### config.mk
export PLATFORM = sky130hd
export DESIGN_NAME = two_phase_rx_fifo
export DESIGN_NICKNAME = d
export VERILOG_FILES = /design/src/rtl/two_phase_rx_fifo.sv
export SDC_FILE = /design/constraint.sdc
export NUM_CORES = 1
export LEC_CHECK = 0
export CORE_ASPECT_RATIO = 1.5
export CORE_MARGIN = 2
export CORE_UTILIZATION = 45
export CTS_BUF_LIST = sky130_fd_sc_hd__clkbuf_4 sky130_fd_sc_hd__clkbuf_8 sky130_fd_sc_hd__clkbuf_16
export CTS_CLUSTER_SIZE = 40
export DETAILED_ROUTE_END_ITERATION = 16
export PLACE_DENSITY = 0.65
export SETUP_SLACK_MARGIN = 0.05
export SLEW_MARGIN = 0
export SYNTH_ARGS = -nofsm -noshare
export SYNTH_HDL_FRONTEND = slang
export SYNTH_SLANG_ARGS = --single-unit
### constraint.sdc
create_clock -name clk -period 4.9 [get_ports clk]
set_input_delay 0.49 -clock clk [delete_from_list [all_inputs] [get_ports clk]]
set_output_delay 0.49 -clock clk [all_outputs]
set_load 0.02 [all_outputs]
### src/rtl/two_phase_rx_fifo.sv
// two_phase_rx_fifo: 2-phase bundled-data receiver feeding a small FIFO
// with a valid/ready output; back-pressure by withholding the acknowledge.
module two_phase_rx_fifo #(
    parameter int WIDTH       = 8,
    parameter int DEPTH       = 4,
    parameter int SYNC_STAGES = 2
) (
    input  logic                       clk,
    input  logic                       rst_n,
    input  logic                       req_in,
    input  logic [WIDTH-1:0]           data_in,
    output logic                       ack_out,
    output logic                       out_valid,
    input  logic                       out_ready,
    output logic [WIDTH-1:0]           out_data,
    output logic [$clog2(DEPTH+1)-1:0] count,
    output logic                       stall
);

    localparam int AW = $clog2(DEPTH);
    localparam int CW = $clog2(DEPTH+1);

    typedef enum logic {
        IDLE,
        STALL
    } state_t;

    state_t               state;
    logic [SYNC_STAGES-1:0] sync_q;
    logic                 req_s;
    logic                 ph;
    logic [AW-1:0]        wr_ptr;
    logic [AW-1:0]        rd_ptr;
    logic [CW-1:0]        count_q;
    logic [WIDTH-1:0]     mem [DEPTH];

    logic pending;
    logic has_room;
    logic push;
    logic pop;

    assign req_s    = sync_q[SYNC_STAGES-1];
    assign pending  = req_s ^ ph;
    // Room is judged on the occupancy at the start of the cycle, so a
    // same-cycle pop never lets a token into a full FIFO.
    assign has_room = count_q < CW'(DEPTH);
    assign push     = pending && has_room;
    assign pop      = (count_q != '0) && out_ready;

    always_ff @(posedge clk) begin
        if (!rst_n) begin
            sync_q <= '0;
        end else begin
            sync_q <= {sync_q[SYNC_STAGES-2:0], req_in};
        end
    end

    always_ff @(posedge clk) begin
        if (!rst_n) begin
            state <= IDLE;
            stall <= 1'b0;
            ph    <= 1'b0;
        end else begin
            unique case (state)
                IDLE: begin
                    if (push) begin
                        ph    <= ~ph;
                        stall <= 1'b0;
                    end else if (pending) begin
                        state <= STALL;
                        stall <= 1'b1;
                    end
                end
                STALL: begin
                    if (push) begin
                        ph    <= ~ph;
                        state <= IDLE;
                        stall <= 1'b0;
                    end else if (!pending) begin
                        state <= IDLE;
                        stall <= 1'b0;
                    end
                end
                default: begin
                    state <= IDLE;
                    stall <= 1'b0;
                end
            endcase
        end
    end

    always_ff @(posedge clk) begin
        if (!rst_n) begin
            wr_ptr  <= '0;
            rd_ptr  <= '0;
            count_q <= '0;
        end else begin
            if (push) begin
                wr_ptr <= wr_ptr + AW'(1);
            end
            if (pop) begin
                rd_ptr <= rd_ptr + AW'(1);
            end
            count_q <= count_q + CW'(push) - CW'(pop);
        end
    end

    always_ff @(posedge clk) begin
        if (push) begin
            mem[wr_ptr] <= data_in;
        end
    end

    assign ack_out   = ph;
    assign count     = count_q;
    assign out_valid = count_q != '0;
    assign out_data  = out_valid ? mem[rd_ptr] : '0;

endmodule

# == After elaboration in Yosys (flattened, before gate mapping) ==
# Memories as Yosys holds them, arrays and structs flattened. A register that Yosys moved wholly into a read port is not among the register bits.
# Cells that the tools add are included.
# totals
ff_bits,12
mem_bits_rw,32
inputBits,12
out_inout_bits,14
word_cells,36
mem_count,1
# mem_list
memory,words,width,rd,rd_ports_with_merged_regs,wr,line_no,source
mem,4,8,1,1,1,35,logic [WIDTH-1:0] mem [DEPTH];
# op_classes
n_addsub,4
order_cmp,1
n_eq_ne,2
mux,12
bitwise,4
n_reduce_logical,5
# op_table
cell,count
$mux 1,8
$mux 8,1
$add 2x1->2 const B,2
$mux 2,2
$add 3x1->3,1
$lt 3x3->1 const B,1
$ne 3x2->1 const B,1
$ne 3x3->1 const B,1
$not 1->1,3
$reduce_bool 3->1,1
$sub 3x1->3,1
$logic_and 1x1->1,2
$pmux 1 s2,1
$reduce_and 2->1,1
$reduce_or 2->1,1
$xor 1x1->1,1

# == Depth between registers and ports, before layout ==
# logic_depth
depth_word,4
ltp_mapped,9
ltp_nobuf,8

# == Worst setup path after synthesis ==
# OpenSTA, ideal clock, no wires.
# synth_path
path_kind,register to register
start,reg ph (netlist: ack_out)
end,reg count_q[2] (netlist: count[2])
setup_time_ps,115
arrival_time_ps,1995
required_ps,4785
slack_ps,2790
stages_incl_launch_ff,10
n_path_buf,1
period_less_slack_ps,2110
path_cell_list,dfxtp_1 > xor2_1 > nor2b_1 > buf_4 > xnor2_1 > ha_1 > fa_1 > xnor2_1 > xnor2_1 > and2_1
# synth_between
elab_chain_len,4
# synth_rtl
element,line_no,source
"start, declared",31,logic ph;
"start signal, assigned",67,ph <= ~ph;
"start signal, assigned",76,ph <= ~ph;
$xor 1x1->1,43,assign pending = req_s ^ ph;
$logic_and 1x1->1,47,assign push = pending && has_room;
$add 3x1->3,104,count_q <= count_q + CW'(push) - CW'(pop);
$sub 3x1->3,104,
"end signal, assigned",104,
"end, declared",34,logic [CW-1:0] count_q;
# No other way between the ends.
# A chain may end at the register's enable or synchronous reset.

==> impl_table.tex <==
\begin{tabular}{lr}
\hline
Metric & Value \\
\hline
\multicolumn{2}{l}{\textbf{Clocking}} \\
\quad Clock latency at the later pin of the worst-skew pair & about 300 ps \\
\quad Number of sinks handled by clock tree synthesis & 46 \\
\quad CTS HTree Levels & 2 \\
\quad Buffer type at the clock tree root & sky130\_fd\_sc\_hd\_\_clkbuf\_8 \\
\quad Number of buffers added by the clock tree synthesis step & 5 \\
\quad CTS resizes & 0 \\
\quad Post-CTS setup buffer count & 0 \\
\quad CTS clk-pin slew, worst paths & 80 ps \\
\quad CTS max path bufs & 2 \\
\quad CTS tree & done \\
\quad Number of buffers inserted for hold repair after clock tree synthesis & 0 \\
\multicolumn{2}{l}{\textbf{Synthesis}} \\
\quad Cell area after synthesis & 1940 sq um \\
\quad Main combinational cell family by area after synthesis & simple AND/OR/NAND/NOR gates \\
\quad Number of synthesis warnings & 0 \\
\quad Post-synthesis area per instance & 16.9 sq um \\
\quad Nets in the synthesized netlist & around 130 \\
\quad Count of mapped cells out of synthesis & 115 \\
\quad Post-synthesis compound-gate area fraction & 2.12\% \\
\quad Xor and xnor fraction of the mapped netlist area & 2.25\% \\
\quad Part of the Yosys area used for sequential elements & between 60\% and 70\% \\
\quad Multiplexer share of the synthesized area & a little over a tenth \\
\quad Area share of fa/ha/maj cells after synthesis & 4.25\% \\
\quad Number of unique standard cell types used by synthesis & 27 \\
\quad Register bit total from synthesis & 46 \\
\quad Simple-Gate Fraction of Synth Area & between 10\% and 20\% \\
\multicolumn{2}{l}{\textbf{Detailed routing}} \\
\quad Post-detailed-route wirelength per cell & 16.2 um \\
\quad Iteration-0 DRC Markers & 18 \\
\quad Count of vias placed by the detailed router & about 960 \\
\quad Number of remaining DRC errors & 0 \\
\quad Residual antenna-violating net count after detailed routing & 0 \\
\quad Number of search-and-repair iterations in the first detailed-routing pass & 4 \\
\quad Routed wire length & between 3000 and 4000 um \\
\quad Vias per cell & $\sim$5.1 \\
\multicolumn{2}{l}{\textbf{Global routing}} \\
\quad Antenna violations before repair & 0 \\
\quad Global-route wire length before repair & about 5100 um \\
\quad Maximum number of pins on one net before global-route repair & 16 \\
\quad GRT Residual Overflow & 0 \\
\quad Via count of the first global-routing pass & 1064 \\
\quad Total Routing Usage GR & 14.3\% \\
\multicolumn{2}{l}{\textbf{Final layout}} \\
\quad Final standard cell utilization of the core & a little under three fifths \\
\quad Most frequent cells in the layout & 32 x sky130\_fd\_sc\_hd\_\_edfxtp\_1, 25 x sky130\_fd\_sc\_hd\_\_clkdlybuf4s50\_1, 14 x sky130\_fd\_sc\_hd\_\_dfxtp\_1, 11 x sky130\_fd\_sc\_hd\_\_and2\_1 \\
\quad Finished Cell Area & 2320 sq um \\
\quad Footprint of the flip-flops and latches & about 1200 sq um \\
\quad Diodes inserted & 0 \\
\quad Filler cells & roughly 350 \\
\quad Multi-input gate area in the final layout & roughly 640 sq um \\
\quad Fraction of final layout cells with drive strength greater than 1 & between 10\% and 20\% \\
\quad Number of nets in the layout & between 150 and 200 \\
\quad Area added between synthesis and finish & 19.3\% \\
\quad Most common library cell in the layout ignoring fill and taps & sky130\_fd\_sc\_hd\_\_edfxtp\_1 \\
\multicolumn{2}{l}{\textbf{Placed design}} \\
\quad IO buf count & 25 \\
\quad Detailed Place HPWL & about 2200 um \\
\quad Placed Instance Area & approximately 2200 sq um \\
\quad DP Worst Slack & 2420 ps \\
\quad Routability-driven placement congestion ratio & between 0.6 and 0.7 \\
\multicolumn{2}{l}{\textbf{Die}} \\
\quad Overall die area & a little under 5000 sq um \\
\quad IO Count & 26 \\
\quad Initial Utilization & 46.6\% \\
\quad Area of the core & between 4000 and 5000 sq um \\
\quad Core Rows & 29 \\
\quad Die extent in x & between 50 and 60 um \\
\quad Die boundary height & 84.5 um \\
\multicolumn{2}{l}{\textbf{Pwr}} \\
\quad Lkg Pwr & 0.809 nW \\
\quad P per Cell Area & 527 nW/um\^{}2 \\
\quad Worst vdd rail ir drop & between 0.4 and 0.5 mV \\
\multicolumn{2}{l}{\textbf{Critical path}} \\
\quad Setup crit end kind & output pin \\
\quad Setup Crit Path Kind & flop to output pin \\
\quad Launching element type of the critical path & flop \\
\quad Cell type of the slowest stage on the worst timing path & sky130\_fd\_sc\_hd\_\_dfxtp\_1 \\
\quad Delay of the slowest cell on the worst path & slightly below 700 ps \\
\quad Crit Path Max Fanout & 8 \\
\quad Required time at the worst-slack endpoint & roughly 4400 ps \\
\quad WP data arrival & approximately 2200 ps \\
\quad CP Cell Sequence & mux4\_2 -> nor2b\_4 -> clkdlybuf4s50\_1 \\
\multicolumn{2}{l}{\textbf{Flow run}} \\
\quad Number of max-cap violations & 0 \\
\multicolumn{2}{l}{\textbf{STA}} \\
\quad Final Hold Fails & 0 \\
\quad Post-Route Skew & between 7 and 8 ps \\
\quad Post-route worst setup slack & approximately 2200 ps \\
\quad Period Utilization, post-route & between 50\% and 60\% \\
\quad Pin slew with the least headroom to its limit & approximately 600 ps \\
\quad Relative max-transition margin & 61.0\% \\
\quad Max Transition Viols Final & 0 \\
\quad Final Setup Violations & 0 \\
\quad RSZ-0062 raised after global routing & no \\
\quad Period minus WS final & around 2700 ps \\
\quad Setup TNS after final layout & 0 ps \\
\quad Hold Worst Slack & around 450 ps \\
\quad Maximum operating frequency & roughly 370 MHz \\
\multicolumn{2}{l}{\textbf{Min path}} \\
\quad Worst Hold Class & flop to flop \\
\multicolumn{2}{l}{\textbf{Status}} \\
\quad Run status & finished clean \\
\hline
\end{tabular}
==> synthesized netlist by cell type <==
cell,count,area [sq um]
sky130_fd_sc_hd__and2_1,11,68.8
sky130_fd_sc_hd__nor2b_4,8,110
sky130_fd_sc_hd__clkbuf_2,1,5.00
sky130_fd_sc_hd__or3b_1,1,8.76
sky130_fd_sc_hd__nand3_1,1,5.00
sky130_fd_sc_hd__a21boi_1,2,15.0
sky130_fd_sc_hd__ha_1,5,62.6
sky130_fd_sc_hd__clkbuf_1,1,3.75
sky130_fd_sc_hd__o31ai_4,1,21.3
sky130_fd_sc_hd__and3_1,1,6.26
sky130_fd_sc_hd__nand2b_1,1,6.26
sky130_fd_sc_hd__buf_6,3,33.8
sky130_fd_sc_hd__mux2i_1,3,30.0
sky130_fd_sc_hd__nand2_1,5,18.8
sky130_fd_sc_hd__or3_1,1,6.26
sky130_fd_sc_hd__inv_1,4,15.0
sky130_fd_sc_hd__xor2_1,1,8.76
sky130_fd_sc_hd__o21ai_1,1,5.00
sky130_fd_sc_hd__edfxtp_1,32,961
sky130_fd_sc_hd__nor3_2,1,10.0
sky130_fd_sc_hd__buf_4,1,7.51
sky130_fd_sc_hd__xnor2_1,4,35.0
sky130_fd_sc_hd__mux4_2,8,180
sky130_fd_sc_hd__nor2b_1,2,12.5
sky130_fd_sc_hd__fa_1,1,20.0
sky130_fd_sc_hd__or2_1,1,6.26
sky130_fd_sc_hd__dfxtp_1,14,280
==> layer usage <==
layer	vias up	global-route usage [%]	wire length, um
met5	-	0	0
met4	0	5.71	58
met3	5	4.47	166
met2	28	25.7	1670
met1	465	15.1	1170
li1	461	-	-
==> layout make-up <==
type	count	share of cell area, %
sequential	46	53.6
multi-input combinational	59	27.5
timing repair buffer	26	11.1
clock buffer	5	2.97
tap	46	2.48
clock inverter	3	1.73
inverter	4	0.648
==> critical path: cells and delay by family (launching register included) <==
| kind | cells | cell delay, ps |
|---|---|---|
| DFF | 1 | 680 |
| muxes | 1 | 580 |
| and+or+nand+nor | 1 | 140 |
| buffers and inverters | 1 | 530 |
==> sequential cells by signal, summed over array words and instances (netlist names), named ones only <==
name     flops
mem         32
sync_q       2
ack_out      1
wr_ptr       2
rd_ptr       2
state        1
count        3
stall        1
==> power breakdown <==
group          leakage, nW  switching, W  internal (W)
sequential           0.404     0.0000490      0.000448
clock               0.0579      0.000121      0.000150
combinational        0.347      0.000206      0.000247
==> logic make-up after synthesis <==
group	Yosys count
compound gates	4
xor+xnor	5
simple gates	33
buf+inv	10
mux	11
fa+ha+maj	6
flops	46
==> path summary, 6_finish.rpt <==
| check | start | to | slack [ps] | depth (start not counted) |
|---|---|---|---|---|
| worst min-delay path | sync_q[0] | sync_q[1] | 450 | 1 |
| worst max register to register | ack_out | count[2] | 2430 | 8 |
| worst max-delay path | flop | out_data[7] | 2190 | 3 |
| worst min register to register | sync_q[0] | sync_q[1] | 450 | 1 |
==> stage by stage <==
step	total power [W]	std cells
after floorplan	0.000825	115
after global placement	0.000951	181
after CTS	0.00124	189
final	0.00122	189
after detailed placement	0.000968	181
after global routing	0.00129	189
No activity file was read; power rests on OpenSTA's default activity.
